===== config.mk =====
export PLATFORM = sky130hd
export DESIGN_NAME = sprite_rom_arbiter_flat
export DESIGN_NICKNAME = d
export VERILOG_FILES = /design/src/rtl/sprite_rom_arbiter_pkg.sv /design/src/rtl/sprite_rom_arbiter_if.sv /design/src/rtl/sprite_rom_arbiter_rr_picker.sv /design/src/rtl/sprite_rom_arbiter.sv /design/src/flat_wrapper.sv
export SDC_FILE = /design/constraint.sdc
export NUM_CORES = 1
export LEC_CHECK = 0
export ABC_AREA = 1
export BUFFER_PORTS_ARGS = -buffer_cell sky130_fd_sc_hd__buf_4
export CORE_MARGIN = 10
export CORE_UTILIZATION = 30
export CTS_CLUSTER_SIZE = 28
export DETAILED_ROUTE_END_ITERATION = 6
export PLACE_DENSITY_LB_ADDON = 0.2
export SLEW_MARGIN = 20
export SYNTH_ARGS = -nofsm -noshare
export SYNTH_HDL_FRONTEND = slang
export SYNTH_SLANG_ARGS = --single-unit
export TNS_END_PERCENT = 1

===== constraint.sdc =====
create_clock -name Clk -period 1.3 [get_ports Clk]
set_input_delay 0.065 -clock Clk [delete_from_list [all_inputs] [get_ports Clk]]
set_output_delay 0.065 -clock Clk [all_outputs]
set_load 0.03 [all_outputs]

===== src/rtl/sprite_rom_arbiter_pkg.sv =====
// ----------------------------------------------------------------------------
// sprite_rom_arbiter_pkg
//   Shared constants and types for the sprite ROM path: the geometry of one
//   sprite frame, the animation-type encoding, and the helper that builds a
//   frame-bank select from an animation type and a frame index.
//   No ports (package).
//   Build option: SPRITE_ARB_FIXED_PRIO_EN (see sprite_rom_arbiter.sv).
// ----------------------------------------------------------------------------
package sprite_rom_arbiter_pkg;

    localparam int unsigned SPRITE_W     = 32;
    localparam int unsigned SPRITE_H     = 48;
    localparam int unsigned SPRITE_WORDS = SPRITE_W * SPRITE_H;   // 1536

    typedef enum logic [1:0] {
        IDLE = 2'd0,
        RUN  = 2'd1,
        JUMP = 2'd2,
        FALL = 2'd3
    } anim_t;

    // Bank select = {animation type, frame LSB}; only two frames per type.
    function automatic logic [2:0] bank_enc(input anim_t anim, input logic frame_lsb);
        return {anim, frame_lsb};
    endfunction

endpackage


===== src/rtl/sprite_rom_arbiter_if.sv =====
// ----------------------------------------------------------------------------
// sprite_rom_arbiter_if
//   Bundles the requester handshake, the ROM port and the response path of
//   the sprite ROM arbiter.
//   Signals:
//     flush      frame-start / revive pulse, drops in-flight reads
//     req_valid  per-requester read request (NUM_REQ)
//     req_bank   frame bank, slice i for requester i (NUM_REQ*BANK_W)
//     req_addr   pixel address, slice i for requester i (NUM_REQ*ADDR_W)
//     req_ready  one-hot grant (NUM_REQ)
//     rom_addr   registered {bank, addr} to the ROM (BANK_W+ADDR_W)
//     rom_en     registered ROM read enable
//     rom_data   ROM read data (DATA_W)
//     rsp_valid  one-hot owner of rsp_data (NUM_REQ)
//     rsp_data   routed read data (DATA_W)
//   Modports: slave = arbiter, master = requesters + ROM environment.
//   Build option: SPRITE_ARB_FIXED_PRIO_EN has no effect on this interface.
// ----------------------------------------------------------------------------
interface sprite_rom_arbiter_if #(
    parameter int unsigned NUM_REQ = 2,
    parameter int unsigned ADDR_W  = 11,
    parameter int unsigned BANK_W  = 3,
    parameter int unsigned DATA_W  = 8
);
    import sprite_rom_arbiter_pkg::*;

    logic                       flush;
    logic [NUM_REQ-1:0]         req_valid;
    logic [NUM_REQ*BANK_W-1:0]  req_bank;
    logic [NUM_REQ*ADDR_W-1:0]  req_addr;
    logic [NUM_REQ-1:0]         req_ready;
    logic [BANK_W+ADDR_W-1:0]   rom_addr;
    logic                       rom_en;
    logic [DATA_W-1:0]          rom_data;
    logic [NUM_REQ-1:0]         rsp_valid;
    logic [DATA_W-1:0]          rsp_data;

    modport slave (
        input  flush, req_valid, req_bank, req_addr, rom_data,
        output req_ready, rom_addr, rom_en, rsp_valid, rsp_data
    );

    modport master (
        output flush, req_valid, req_bank, req_addr, rom_data,
        input  req_ready, rom_addr, rom_en, rsp_valid, rsp_data
    );

endinterface


===== src/rtl/sprite_rom_arbiter_rr_picker.sv =====
// ----------------------------------------------------------------------------
// sprite_rom_arbiter_rr_picker
//   Picks one requester per cycle.
//   Default build: round-robin, search starts at i_ptr and wraps mod NUM_REQ.
//   SPRITE_ARB_FIXED_PRIO_EN: plain priority encoder, lowest index wins;
//   the pointer input does not exist in that build.
//   Ports:
//     i_req    request vector (NUM_REQ)
//     i_ptr    round-robin start index (default build only)
//     o_grant  one-hot grant, 0 when no request
//     o_idx    index of the granted requester
//     o_any    a grant was issued
// ----------------------------------------------------------------------------
module sprite_rom_arbiter_rr_picker #(
    parameter  int unsigned NUM_REQ = 2,
    localparam int unsigned PTR_W   = (NUM_REQ > 1) ? $clog2(NUM_REQ) : 1
) (
    input  logic [NUM_REQ-1:0] i_req,
`ifndef SPRITE_ARB_FIXED_PRIO_EN
    input  logic [PTR_W-1:0]   i_ptr,
`endif
    output logic [NUM_REQ-1:0] o_grant,
    output logic [PTR_W-1:0]   o_idx,
    output logic               o_any
);

`ifdef SPRITE_ARB_FIXED_PRIO_EN

    always_comb begin
        o_grant = '0;
        o_idx   = '0;
        o_any   = 1'b0;
        for (int unsigned k = 0; k < NUM_REQ; k++) begin
            if (!o_any && i_req[k]) begin
                o_any      = 1'b1;
                o_grant[k] = 1'b1;
                o_idx      = PTR_W'(k);
            end
        end
    end

`else

    int unsigned w_j;

    always_comb begin
        o_grant = '0;
        o_idx   = '0;
        o_any   = 1'b0;
        w_j     = 0;
        for (int unsigned k = 0; k < NUM_REQ; k++) begin
            // Candidate index (ptr + k) mod NUM_REQ; ptr < NUM_REQ always.
            w_j = 32'(i_ptr) + k;
            if (w_j >= NUM_REQ) begin
                w_j = w_j - NUM_REQ;
            end
            if (!o_any && i_req[w_j]) begin
                o_any        = 1'b1;
                o_grant[w_j] = 1'b1;
                o_idx        = PTR_W'(w_j);
            end
        end
    end

`endif

endmodule


===== src/rtl/sprite_rom_arbiter.sv =====
// ----------------------------------------------------------------------------
// sprite_rom_arbiter
//   Shares one synchronous sprite ROM read port between NUM_REQ sprite
//   controllers. One request is granted per clock; the ROM address is
//   registered, and a tag pipe of depth ROM_LAT+1 routes the returning data
//   to the granted requester with a one-hot valid pulse. Total latency from
//   grant to response is ROM_LAT+1 cycles, fully pipelined.
//   Ports:
//     Clk      clock
//     Reset_n  asynchronous active-low reset
//     bus      sprite_rom_arbiter_if.slave (requests, ROM port, responses)
//   Build option: define SPRITE_ARB_FIXED_PRIO_EN for fixed priority
//   (lowest index first, no round-robin pointer); otherwise round-robin.
// ----------------------------------------------------------------------------
module sprite_rom_arbiter
    import sprite_rom_arbiter_pkg::*;
#(
    parameter int unsigned NUM_REQ = 2,
    parameter int unsigned ADDR_W  = 11,
    parameter int unsigned BANK_W  = 3,
    parameter int unsigned DATA_W  = 8,
    parameter int unsigned ROM_LAT = 1
) (
    input  logic                Clk,
    input  logic                Reset_n,
    sprite_rom_arbiter_if.slave bus
);

    localparam int unsigned PTR_W = (NUM_REQ > 1) ? $clog2(NUM_REQ) : 1;
    localparam int unsigned RA_W  = BANK_W + ADDR_W;

    logic [NUM_REQ-1:0] w_req;
    logic [NUM_REQ-1:0] w_grant;
    logic [PTR_W-1:0]   w_gidx;
    logic               w_any;
    logic [RA_W-1:0]    w_sel_addr;
    logic [DATA_W-1:0]  w_rsp_data;

    logic [RA_W-1:0]    r_rom_addr;
    logic               r_rom_en;
    // Each stage holds the one-hot owner id; a non-zero id is the valid bit.
    logic [ROM_LAT:0][NUM_REQ-1:0] r_tag;

    // No grant is offered during reset or on a flush cycle.
    always_comb begin
        w_req = bus.req_valid;
        if (!Reset_n || bus.flush) begin
            w_req = '0;
        end
    end

`ifdef SPRITE_ARB_FIXED_PRIO_EN

    sprite_rom_arbiter_rr_picker #(
        .NUM_REQ (NUM_REQ)
    ) u_picker (
        .i_req   (w_req),
        .o_grant (w_grant),
        .o_idx   (w_gidx),
        .o_any   (w_any)
    );

`else

    logic [PTR_W-1:0] r_rr_ptr;

    sprite_rom_arbiter_rr_picker #(
        .NUM_REQ (NUM_REQ)
    ) u_picker (
        .i_req   (w_req),
        .i_ptr   (r_rr_ptr),
        .o_grant (w_grant),
        .o_idx   (w_gidx),
        .o_any   (w_any)
    );

    always_ff @(posedge Clk or negedge Reset_n) begin
        if (!Reset_n) begin
            r_rr_ptr <= '0;
        end else if (w_any) begin
            r_rr_ptr <= (32'(w_gidx) == NUM_REQ - 1) ? '0 : w_gidx + PTR_W'(1);
        end
    end

`endif

    // Grant is one-hot, so OR-ing the masked slices selects the winner.
    always_comb begin
        w_sel_addr = '0;
        for (int unsigned i = 0; i < NUM_REQ; i++) begin
            if (w_grant[i]) begin
                w_sel_addr = w_sel_addr |
                             {bus.req_bank[i*BANK_W +: BANK_W],
                              bus.req_addr[i*ADDR_W +: ADDR_W]};
            end
        end
    end

    always_ff @(posedge Clk or negedge Reset_n) begin
        if (!Reset_n) begin
            r_rom_addr <= '0;
            r_rom_en   <= 1'b0;
        end else begin
            r_rom_en <= w_any;
            if (w_any) begin
                r_rom_addr <= w_sel_addr;
            end
        end
    end

    // Stage 0 lines up with rom_addr/rom_en; stage ROM_LAT with rom_data.
    always_ff @(posedge Clk or negedge Reset_n) begin
        if (!Reset_n) begin
            r_tag <= '0;
        end else if (bus.flush) begin
            r_tag <= '0;
        end else begin
            r_tag[0] <= w_grant;
            for (int unsigned k = 1; k <= ROM_LAT; k++) begin
                r_tag[k] <= r_tag[k-1];
            end
        end
    end

    always_comb begin
        w_rsp_data = '0;
        if (|r_tag[ROM_LAT]) begin
            w_rsp_data = bus.rom_data;
        end
    end

    assign bus.req_ready = w_grant;
    assign bus.rom_addr  = r_rom_addr;
    assign bus.rom_en    = r_rom_en;
    assign bus.rsp_valid = r_tag[ROM_LAT];
    assign bus.rsp_data  = w_rsp_data;

endmodule


===== src/flat_wrapper.sv =====
// flat-port wrapper written by rule: the top's interface ports become plain ports
module sprite_rom_arbiter_flat import sprite_rom_arbiter_pkg::*;
#(
    parameter int unsigned NUM_REQ = 2,
    parameter int unsigned ADDR_W  = 11,
    parameter int unsigned BANK_W  = 3,
    parameter int unsigned DATA_W  = 8,
    parameter int unsigned ROM_LAT = 1
)
  (Clk, Reset_n, bus_flush, bus_req_valid, bus_req_bank, bus_req_addr, bus_rom_data, bus_req_ready, bus_rom_addr, bus_rom_en, bus_rsp_valid, bus_rsp_data);
  sprite_rom_arbiter_if #(.NUM_REQ(NUM_REQ), .ADDR_W(ADDR_W), .BANK_W(BANK_W), .DATA_W(DATA_W)) bus_i ();
  input  logic Clk;
  input  logic Reset_n;
  input wire logic [$bits(bus_i.flush)-1:0] bus_flush;
  input wire logic [$bits(bus_i.req_valid)-1:0] bus_req_valid;
  input wire logic [$bits(bus_i.req_bank)-1:0] bus_req_bank;
  input wire logic [$bits(bus_i.req_addr)-1:0] bus_req_addr;
  input wire logic [$bits(bus_i.rom_data)-1:0] bus_rom_data;
  output wire logic [$bits(bus_i.req_ready)-1:0] bus_req_ready;
  output wire logic [$bits(bus_i.rom_addr)-1:0] bus_rom_addr;
  output wire logic [$bits(bus_i.rom_en)-1:0] bus_rom_en;
  output wire logic [$bits(bus_i.rsp_valid)-1:0] bus_rsp_valid;
  output wire logic [$bits(bus_i.rsp_data)-1:0] bus_rsp_data;
  assign bus_i.flush = bus_flush;
  assign bus_i.req_valid = bus_req_valid;
  assign bus_i.req_bank = bus_req_bank;
  assign bus_i.req_addr = bus_req_addr;
  assign bus_i.rom_data = bus_rom_data;
  assign bus_req_ready = bus_i.req_ready;
  assign bus_rom_addr = bus_i.rom_addr;
  assign bus_rom_en = bus_i.rom_en;
  assign bus_rsp_valid = bus_i.rsp_valid;
  assign bus_rsp_data = bus_i.rsp_data;
  sprite_rom_arbiter #(.NUM_REQ(NUM_REQ), .ADDR_W(ADDR_W), .BANK_W(BANK_W), .DATA_W(DATA_W), .ROM_LAT(ROM_LAT)) u_core (.Clk(Clk), .Reset_n(Reset_n), .bus(bus_i));
endmodule

==> impl_metrics.py <==
metrics = {
    "run_status": {
        "status": "finished clean",
    },
    "global_route": {
        "overflow": 0,
        "grt_pass1_wl_mm": 5.95,
        "grt_util_all_layers": 0.116,
        "grt_max_degree": 19,
        "grt_pass1_vias": 1245,
        "antenna_found_initial": 0,
    },
    "power_and_ir_drop": {
        "combinationalPowerShare": 0.384,
        "netSwitchingPower_uw": 671,
        "internal-power_mw": 1.19,
        "max-vdd-ir-drop_mv": 0.619,
        "seqPwrFrac": 0.415,
        "clkPwrFrac": 0.201,
        "swShare": 0.360,
        "power.density_nw_per_um2": 1050,
        "power.leakage_nw": 0.941,
        "power_mw": 1.86,
    },
    "logic_synthesis": {
        "synth_warnings": 0,
        "yosys.cell_types.count": 18,
        "synth-seq-cells": 20,
        "synth_flop_cell": "dfrtp_1",
        "syn_area_per_cell_um2": 8.61,
        "syn_area_um2": 1040,
        "ys_seq_area_frac": 0.480,
        "synthDominantCellAreaShare": 0.480,
        "synthCells": 121,
        "synth_enable_flop_cells": 0,
        "synth_area_leaders": "dfrtp_1 48%, nand3_1 13%, nand4_1 8.4%",
        "yosysTopAreaCell": "dfrtp_1",
        "async_flop_share": 1.00,
        "syn-num-nets": 162,
        "synth_commonest_cells": "28 x nand3_1, 20 x dfrtp_1, 15 x nand2_1",
        "yosysMostFrequentCell": "nand3_1",
    },
    "floorplan": {
        "die_h_um": 78.9,
        "chipWidth_um": 78.9,
        "die_area_um2": 6230,
        "boundaryPins": 68,
        "initial_core_util": 0.312,
        "core_um2": 3340,
        "placementRows": 21,
    },
    "timing": {
        "tns_ns": 0,
        "fin_skew_ns": 0.00788,
        "setup_viol_count_final": 0,
        "hold_viol": 0,
        "min_period_ns": 1.25,
        "finalCritPeriodShare": 0.963,
        "slew_headroom": 0.700,
        "clock.fmax_mhz": 799,
        "final_max_slew_viol_count": 0,
        "rsz0062_at_grt": "no",
        "tightestPinTransition_ns": 0.448,
    },
    "drt": {
        "drtAntennaViolNets": 0,
        "drt_iter0_markers": 45,
        "dr.pass1.iters": 4,
        "avgViaCountPerCell": 4.72,
        "wirelength_mm": 3.72,
        "vias": 1171,
        "drc": 0,
        "wl_per_cell_um": 15.0,
    },
    "layout": {
        "n_antenna_cell": 0,
        "fin_util": 0.531,
        "final_cell_area_um2": 1770,
        "area_delta_synth_final_pct": 70.1,
        "finalNetCount": 244,
        "n_fill_cell": 314,
        "final_cells": 248,
        "drive_gt1_frac": 0.421,
    },
    "placed_design": {
        "placed_cell_area_um2": 1560,
        "gp_congestion": 0.752,
        "port_buffers": 67,
        "placed_cells": 228,
        "hpwlAfterDp_mm": 2.75,
    },
    "worst_setup_path": {
        "slowest_delay_ns": 0.44,
        "crit_path_top_delay_cell": "dfrtp_1",
        "required_ns": 1.24,
        "crit_path_cell_trace": "inv_2 > nand4_4 > and2_4 > buf_6",
        "crit_fanout": 2,
        "cpLargestDelayFamily": "flip-flops",
        "cp-start-kind": "register",
        "cp-end-kind": "primary output",
        "crit_buf_inv": 2,
        "crit_arrival_ns": 1.19,
        "criticalPathCategory": "reg -> out",
    },
    "clock_tree": {
        "cts_tree": "built",
        "cts.sinks": 20,
        "clockRootBuffer": "clkbuf_4",
        "cts_max_level": 1,
        "clockBufferDepth": 2,
        "clock_latency_ns": 0.31,
        "numCtsBuffers": 3,
        "clk_pin_slew_ns": 0.11,
    },
    "job": {
        "drv_cap": 0,
    },
    "min_path": {
        "hold_path_class": "in -> reg",
    },
}
[worst reg2reg max path, stage by stage (launching register included)]
cell and delay (ns):
dfrtp_1 0.44, inv_2 0.09, nand4_4 0.08, buf_4 0.21
nand3_1 0.08, nand3_1 0.07
[state kept, by name, summed over array words and instances (netlist names), named ones only]
name / count
u_core.bus.rom_addr: 14
u_core.r_tag: 2
u_core.bus.rom_en: 1
u_core.bus.rsp_valid: 2
[power groups by stage]
stage,clock (mW),combinational (mW),sequential (mW)
detailed placement,0,0.677,0.780
floorplan,0,0.207,0.937
finish,0.375,0.715,0.774
global placement,0,0.673,0.774
global route,0.411,0.772,0.785
CTS,0.383,0.717,0.771
[placed cells by master (no fill, tap or decap), types with 2 or more instances in the layout]
| cell | instances |
|---|---|
| nand2_4 | 2 |
| and3_1 | 2 |
| nor2_1 | 10 |
| buf_4 | 70 |
| dfrtp_1 | 20 |
| nand3_1 | 28 |
| clkbuf_4 | 3 |
| nand2_1 | 14 |
| inv_1 | 12 |
| inv_2 | 2 |
| nand4_1 | 14 |
| dlygate4sd3_1 | 15 |
| nor2_4 | 2 |
[layout make-up]
cell class	instances	area [um^2]	area share
repair buffers	86	687	0.387
flip-flops and latches	20	500	0.282
multi-input cells	77	433	0.244
inverters	15	58.8	0.0332
well taps	46	57.6	0.0325
clock buffers	4	36.3	0.0205
[cells by family (layout without fill, tap and decap cells)]
family                 Yosys count  count (layout)  share of synthesized area
AND/OR/NAND/NOR                 75              75                      0.378
flip-flops                      20              20                      0.480
AO/OA/AOI/OAI                    2               2                     0.0204
buffers and inverters           24             105                      0.121
[per-stage QoR]
stage               setup WS (ns)  hold WS [ns]
finish                     0.0479        0.0111
global route              0.00191        0.0104
CTS                       0.00415       0.00248
detailed placement          0.167        -0.114
global placement            0.188        -0.116
floorplan                   0.320        -0.231
[what timing repair did]
item / CTS / global route
setup buffers: 1 / 0
pin swaps: 0 / 1
cloned: 0 / 0
gates resized for setup: 3 / 4
hold buffers: 14 / 1
endpoints found under the hold margin: 34 / 1
setup endpoints to repair: 10 / 2
[path summary, 6_finish.rpt]
path | from | to | slack (ns) | cells past startpoint
setup / recovery | register | bus_req_ready[1] | 0.05 | 4
hold / removal | bus_req_addr[11] | u_core.bus.rom_addr[0] | 0.01 | 3
setup reg to reg | register | u_core.bus.rom_addr[0] | 0.23 | 5
hold reg to reg | u_core.r_tag[1] | u_core.bus.rsp_valid[1] | 0.47 | 2
max in group asynchronous | Reset_n | u_core.r_tag[0] | 0.67 | 3
min in group asynchronous | Reset_n | u_core.bus.rom_addr[5] | 0.15 | 2
[layer usage]
metal	share of wire	track usage
met1	0.44	0.137
met2	0.43	0.183
met3	0.11	0.0563
met4	0.015	0.0341
met5	0	0
No activity file was read; power rests on OpenSTA's default activity.
